## src/rtl/univ_shift_register.sv

```systemverilog
// univ_shift_register
//   N-bit universal register with a per-cycle op code and an autonomous burst
//   shifter. It serves as a datapath register and as a serialiser for
//   SPI/UART-style front ends.
//
// Ports
//   clk          rising-edge clock
//   reset_n      asynchronous active-low reset
//   op           per-cycle operation (hold/load/shl/shr/rotl/rotr/asr/clear),
//                used only in IDLE
//   I            parallel load data
//   sin_l        serial in at the LSB, used by left shifts
//   sin_r        serial in at the MSB, used by right shifts
//   burst_start  start-burst request, sampled in IDLE
//   burst_len    number of burst shifts, captured together with burst_start
//   burst_dir    burst direction (0 = left, 1 = right), captured with burst_start
//   Q            register contents
//   sout_l       Q[N-1]
//   sout_r       Q[0]
//   busy         high while a burst is running
//   done         one-cycle pulse after the last burst shift
//
// State  | meaning
// -------+-------------------------------------------------------------
// IDLE   | op codes act on Q; a burst_start request is accepted here
// BURST  | shift once per cycle in the captured direction until count hits 0
module univ_shift_register #(
    parameter int N     = 8,
    parameter int CNT_W = 4
) (
    input  logic             clk,
    input  logic             reset_n,
    input  logic [2:0]       op,
    input  logic [N-1:0]     I,
    input  logic             sin_l,
    input  logic             sin_r,
    input  logic             burst_start,
    input  logic [CNT_W-1:0] burst_len,
    input  logic             burst_dir,
    output logic [N-1:0]     Q,
    output logic             sout_l,
    output logic             sout_r,
    output logic             busy,
    output logic             done
);

    typedef enum logic {
        IDLE  = 1'b0,
        BURST = 1'b1
    } state_t;

    localparam logic [2:0] OP_HOLD  = 3'b000;
    localparam logic [2:0] OP_LOAD  = 3'b001;
    localparam logic [2:0] OP_SHL   = 3'b010;
    localparam logic [2:0] OP_SHR   = 3'b011;
    localparam logic [2:0] OP_ROTL  = 3'b100;
    localparam logic [2:0] OP_ROTR  = 3'b101;
    localparam logic [2:0] OP_ASR   = 3'b110;
    localparam logic [2:0] OP_CLEAR = 3'b111;

    state_t             state_q, state_d;
    logic [N-1:0]       q_r, q_d;
    logic [CNT_W-1:0]   count_q, count_d;
    logic               dir_q, dir_d;
    logic               done_q, done_d;

    always_ff @(posedge clk or negedge reset_n) begin
        if (!reset_n) begin
            state_q <= IDLE;
            q_r     <= '0;
            count_q <= '0;
            dir_q   <= 1'b0;
            done_q  <= 1'b0;
        end else begin
            state_q <= state_d;
            q_r     <= q_d;
            count_q <= count_d;
            dir_q   <= dir_d;
            done_q  <= done_d;
        end
    end

    always_comb begin
        state_d = state_q;
        q_d     = q_r;
        count_d = count_q;
        dir_d   = dir_q;
        done_d  = 1'b0;
        case (state_q)
            IDLE: begin
                if (burst_start) begin
                    // Q holds on the start edge; a zero-length burst just reports done.
                    if (burst_len != '0) begin
                        count_d = burst_len;
                        dir_d   = burst_dir;
                        state_d = BURST;
                    end else begin
                        done_d = 1'b1;
                    end
                end else begin
                    case (op)
                        OP_HOLD:  q_d = q_r;
                        OP_LOAD:  q_d = I;
                        OP_SHL:   q_d = {q_r[N-2:0], sin_l};
                        OP_SHR:   q_d = {sin_r, q_r[N-1:1]};
                        OP_ROTL:  q_d = {q_r[N-2:0], q_r[N-1]};
                        OP_ROTR:  q_d = {q_r[0], q_r[N-1:1]};
                        OP_ASR:   q_d = {q_r[N-1], q_r[N-1:1]};
                        OP_CLEAR: q_d = '0;
                        default:  q_d = q_r;
                    endcase
                end
            end
            BURST: begin
                q_d     = dir_q ? {sin_r, q_r[N-1:1]} : {q_r[N-2:0], sin_l};
                count_d = count_q - CNT_W'(1);
                if (count_q == CNT_W'(1)) begin
                    state_d = IDLE;
                    done_d  = 1'b1;
                end
            end
            default: state_d = IDLE;
        endcase
    end

    assign Q      = q_r;
    assign sout_l = q_r[N-1];
    assign sout_r = q_r[0];
    assign busy   = (state_q == BURST);
    assign done   = done_q;

endmodule
```

## config.mk

```make
export PLATFORM = sky130hd
export DESIGN_NAME = univ_shift_register
export DESIGN_NICKNAME = d
export VERILOG_FILES = /design/src/rtl/univ_shift_register.sv
export SDC_FILE = /design/constraint.sdc
export NUM_CORES = 1
export LEC_CHECK = 0
export CAP_MARGIN = 0
export CELL_PAD_IN_SITES_DETAIL_PLACEMENT = 2
export CELL_PAD_IN_SITES_GLOBAL_PLACEMENT = 2
export CORE_ASPECT_RATIO = 0.75
export CORE_MARGIN = 2
export CORE_UTILIZATION = 30
export DETAILED_ROUTE_END_ITERATION = 12
export GPL_TIMING_DRIVEN = 0
export PLACE_DENSITY_LB_ADDON = 0.2
export SYNTH_ARGS = -nofsm -noshare
export SYNTH_HDL_FRONTEND = slang
export SYNTH_SLANG_ARGS = --single-unit
```

## constraint.sdc

```tcl
create_clock -name clk -period 3.97 [get_ports clk]
set_input_delay 0.794 -clock clk [delete_from_list [all_inputs] [get_ports clk]]
set_output_delay 0.794 -clock clk [all_outputs]
set_load 0.01 [all_outputs]
```

==> flow_metrics.tcl <==
set metrics [dict create \
    drive_gt1_share_pct 19.38 \
    finalHoldViolCount 0 \
    initial_core_util_pct 31.38 \
    drc 0 \
    clk_pin_slew_ns 0.07 \
    cts_htree_levels 1 \
    yosys-top-cells-count "dfrtp_1 (15), mux2_2 (14), nand2_1 (12), nor2_1 (11), a221oi_1 (7)" \
    critPathKind "input port to register" \
    path_cells "clkdlybuf4s50_1 -> buf_4 -> nor2_1 -> a21oi_2 -> buf_2 -> o311ai_1 -> o21a_1" \
    cts_resized 0 \
    synthCells 126 \
    rsz0062_at_grt "no" \
    r2r_slack_ns 2.28 \
    synthToLayoutAreaGrowth_pct 35.61 \
    async_flop_share_pct 100.0 \
    critPathMaxFanout 10 \
    coreArea_um2 3685 \
    synth_area_leaders "dfrtp_1 (32%), mux2_2 (14%), a221oi_1 (5.3%)" \
    crit_arrival_ns 2.50 \
    root_buffer "clkbuf_8" \
    clk_latency_ns 0.25 \
    finalMaxSlewViolations 0 \
    setup_viol 0 \
    worstSetupEndpointType "register" \
    netlist_area_um2 1156 \
    grt_max_degree 16 \
    vias_per_cell 5.340 \
    synth_flop_cell "dfrtp_1" \
    yosysMostFrequentCell "dfrtp_1" \
    vdd_drop_max_mv 0.2893 \
    max_stage_delay_ns 0.55 \
    syn_nets 149 \
    cap_viol_max_count 0 \
    ys_ff_latch 15 \
    vias 1132 \
    drt_wl_total_um 3753 \
    postRouteAntennaNets 0 \
    tns_ns 0 \
    status "complete, no violations" \
    ys_warn_count 0 \
    cts_tree "built" \
    post_cts_buffers 0 \
    crit_slowest_cell "clkdlybuf4s50_1" \
    min_period_ns 2.351 \
    worst_pin_slew_ns 0.7528 \
    cts_buffers 3 \
    path_buf_inv 3 \
    finClkSkew_ns 0.001866 \
    floorplan.die_area_um2 4371 \
    antenna_cells 0 \
    synth_area_per_cell_um2 9.175 \
    finalNetCount 184 \
    grtUsageTotal_pct 19.85 \
    antenna_found_initial 0 \
    place_congestion 0.7233 \
    synth_cell_types 38 \
    hold_class "register to register" \
    powerDensity_nw_per_um2 716.2 \
    cp_top_family "buffers and inverters" \
    grt_first_pass_wirelength_um 6479 \
    synth_largest_area_cell "dfrtp_1" \
    pin_count 33 \
    dp_hpwl_um 2981 \
    first_iter_violations 53 \
    worstPathRequired_ns 4.11 \
    start_kind "input port" \
    grt_overflow_total 0 \
    wl_per_cell_um 17.70 \
    rows 19 \
    synth_top_area_share_pct 32.47 \
    relSlewSlack_pct 49.65 \
    ys_seq_area_share_pct 32.47 \
    die_h_um 57.76 \
    period_share_pct 59.22 \
    dr.pass1.iters 4 \
    max_freq_ghz 0.4253 \
    fp.dieW_um 75.68 \
    cts_buffer_depth 2 \
    cts_hold_buf 0 \
    leakagePower_nw 0.6371 \
    port_buffers 30 \
    synth_enable_flop_cells 0 \
    fin_hold_ws_ns 0.5417 \
    grt_pass1_vias 1254 \
    clock_sinks 15 \
]
[through the flow]
stage	setup slack, ns	total power [mW]	std cells	cell area, µm²	util [%]
detailed placement	1.368	1.004	208	1521	41.29
finish	1.619	1.123	212	1568	42.55
global placement	1.384	0.9626	208	1521	41.29
global route	1.498	1.226	212	1568	42.55
CTS	1.589	1.142	212	1568	42.55
floorplan	2.103	0.7318	126	1156	-
[worst register-to-register path, delay by kind of cell (launching register included)]
kind                   cells  cell delay [ns]
AOI/OAI and AO/OA          3             0.56
buffers and inverters      2             0.56
DFF                        1             0.38
and+or+nand+nor            1             0.09
[area by class of cell]
| cell class | instances | area [µm²] |
|---|---|---|
| clock inverters | 1 | 5.005 |
| repair buffers | 30 | 300.3 |
| clock buffers | 3 | 41.29 |
| fillers | 418 | 2117 |
| flip-flops and latches | 15 | 375.4 |
| well taps | 52 | 65.06 |
| multi-input cells | 95 | 693.2 |
| inverters | 4 | 15.01 |
| plain buffers | 12 | 72.57 |
[where the power goes]
part	leakage (nW)	internal, mW	switching, mW
clock	0.0255	0.0697	0.0604
combinational	0.436	0.365	0.286
sequential	0.176	0.232	0.111
total	0.637	0.666	0.457
[final timing paths]
path,cells past startpoint,endpoint,start
hold reg to reg,1,count_q[0],count_q[0]
setup reg to reg,6,Q[5],busy
hold / removal,1,count_q[0],count_q[0]
min in group asynchronous,1,count_q[3],reset_n
setup / recovery,7,Q[5],op[0]
max in group asynchronous,1,Q[1],reset_n
[layer usage]
layer | track usage (%) | vias to the layer above | part of all wire [%]
li1 | - | 529 | -
met4 | 6.015 | 0 | 1.1
met2 | 32.30 | 26 | 48
met5 | 0 | - | 0
met1 | 27.80 | 573 | 48
met3 | 2.087 | 4 | 2.6
[flip-flops by register name (all words and copies together), names as in the netlist]
name     flops
Q            8
busy         1
count_q      4
dir_q        1
done         1
[cells by family after synthesis]
| group | share of synthesized area [%] |
|---|---|
| xor+xnor | 2.273 |
| mux | 15.37 |
| compound gates | 25.54 |
| simple gates | 14.61 |
| flops | 32.47 |
| buf+inv | 7.574 |
| fa+ha+maj | 2.164 |
[cells in the final DEF, fill, tap and decap left out, drive strengths merged, types with 2 or more instances in the layout]
master and n:
o311ai 6, nand2 12, and2 4, o21a 6, o21ai 3, mux2 14, a21o 2, a21oi 4
a211oi 3, inv 4, ha 2, nand2b 3, a221oi 7, clkbuf 5, dfrtp 15, buf 10
xor2 2, clkdlybuf4s50 30, nor2 12, mux2i 2
No activity file was read; power rests on OpenSTA's default activity.
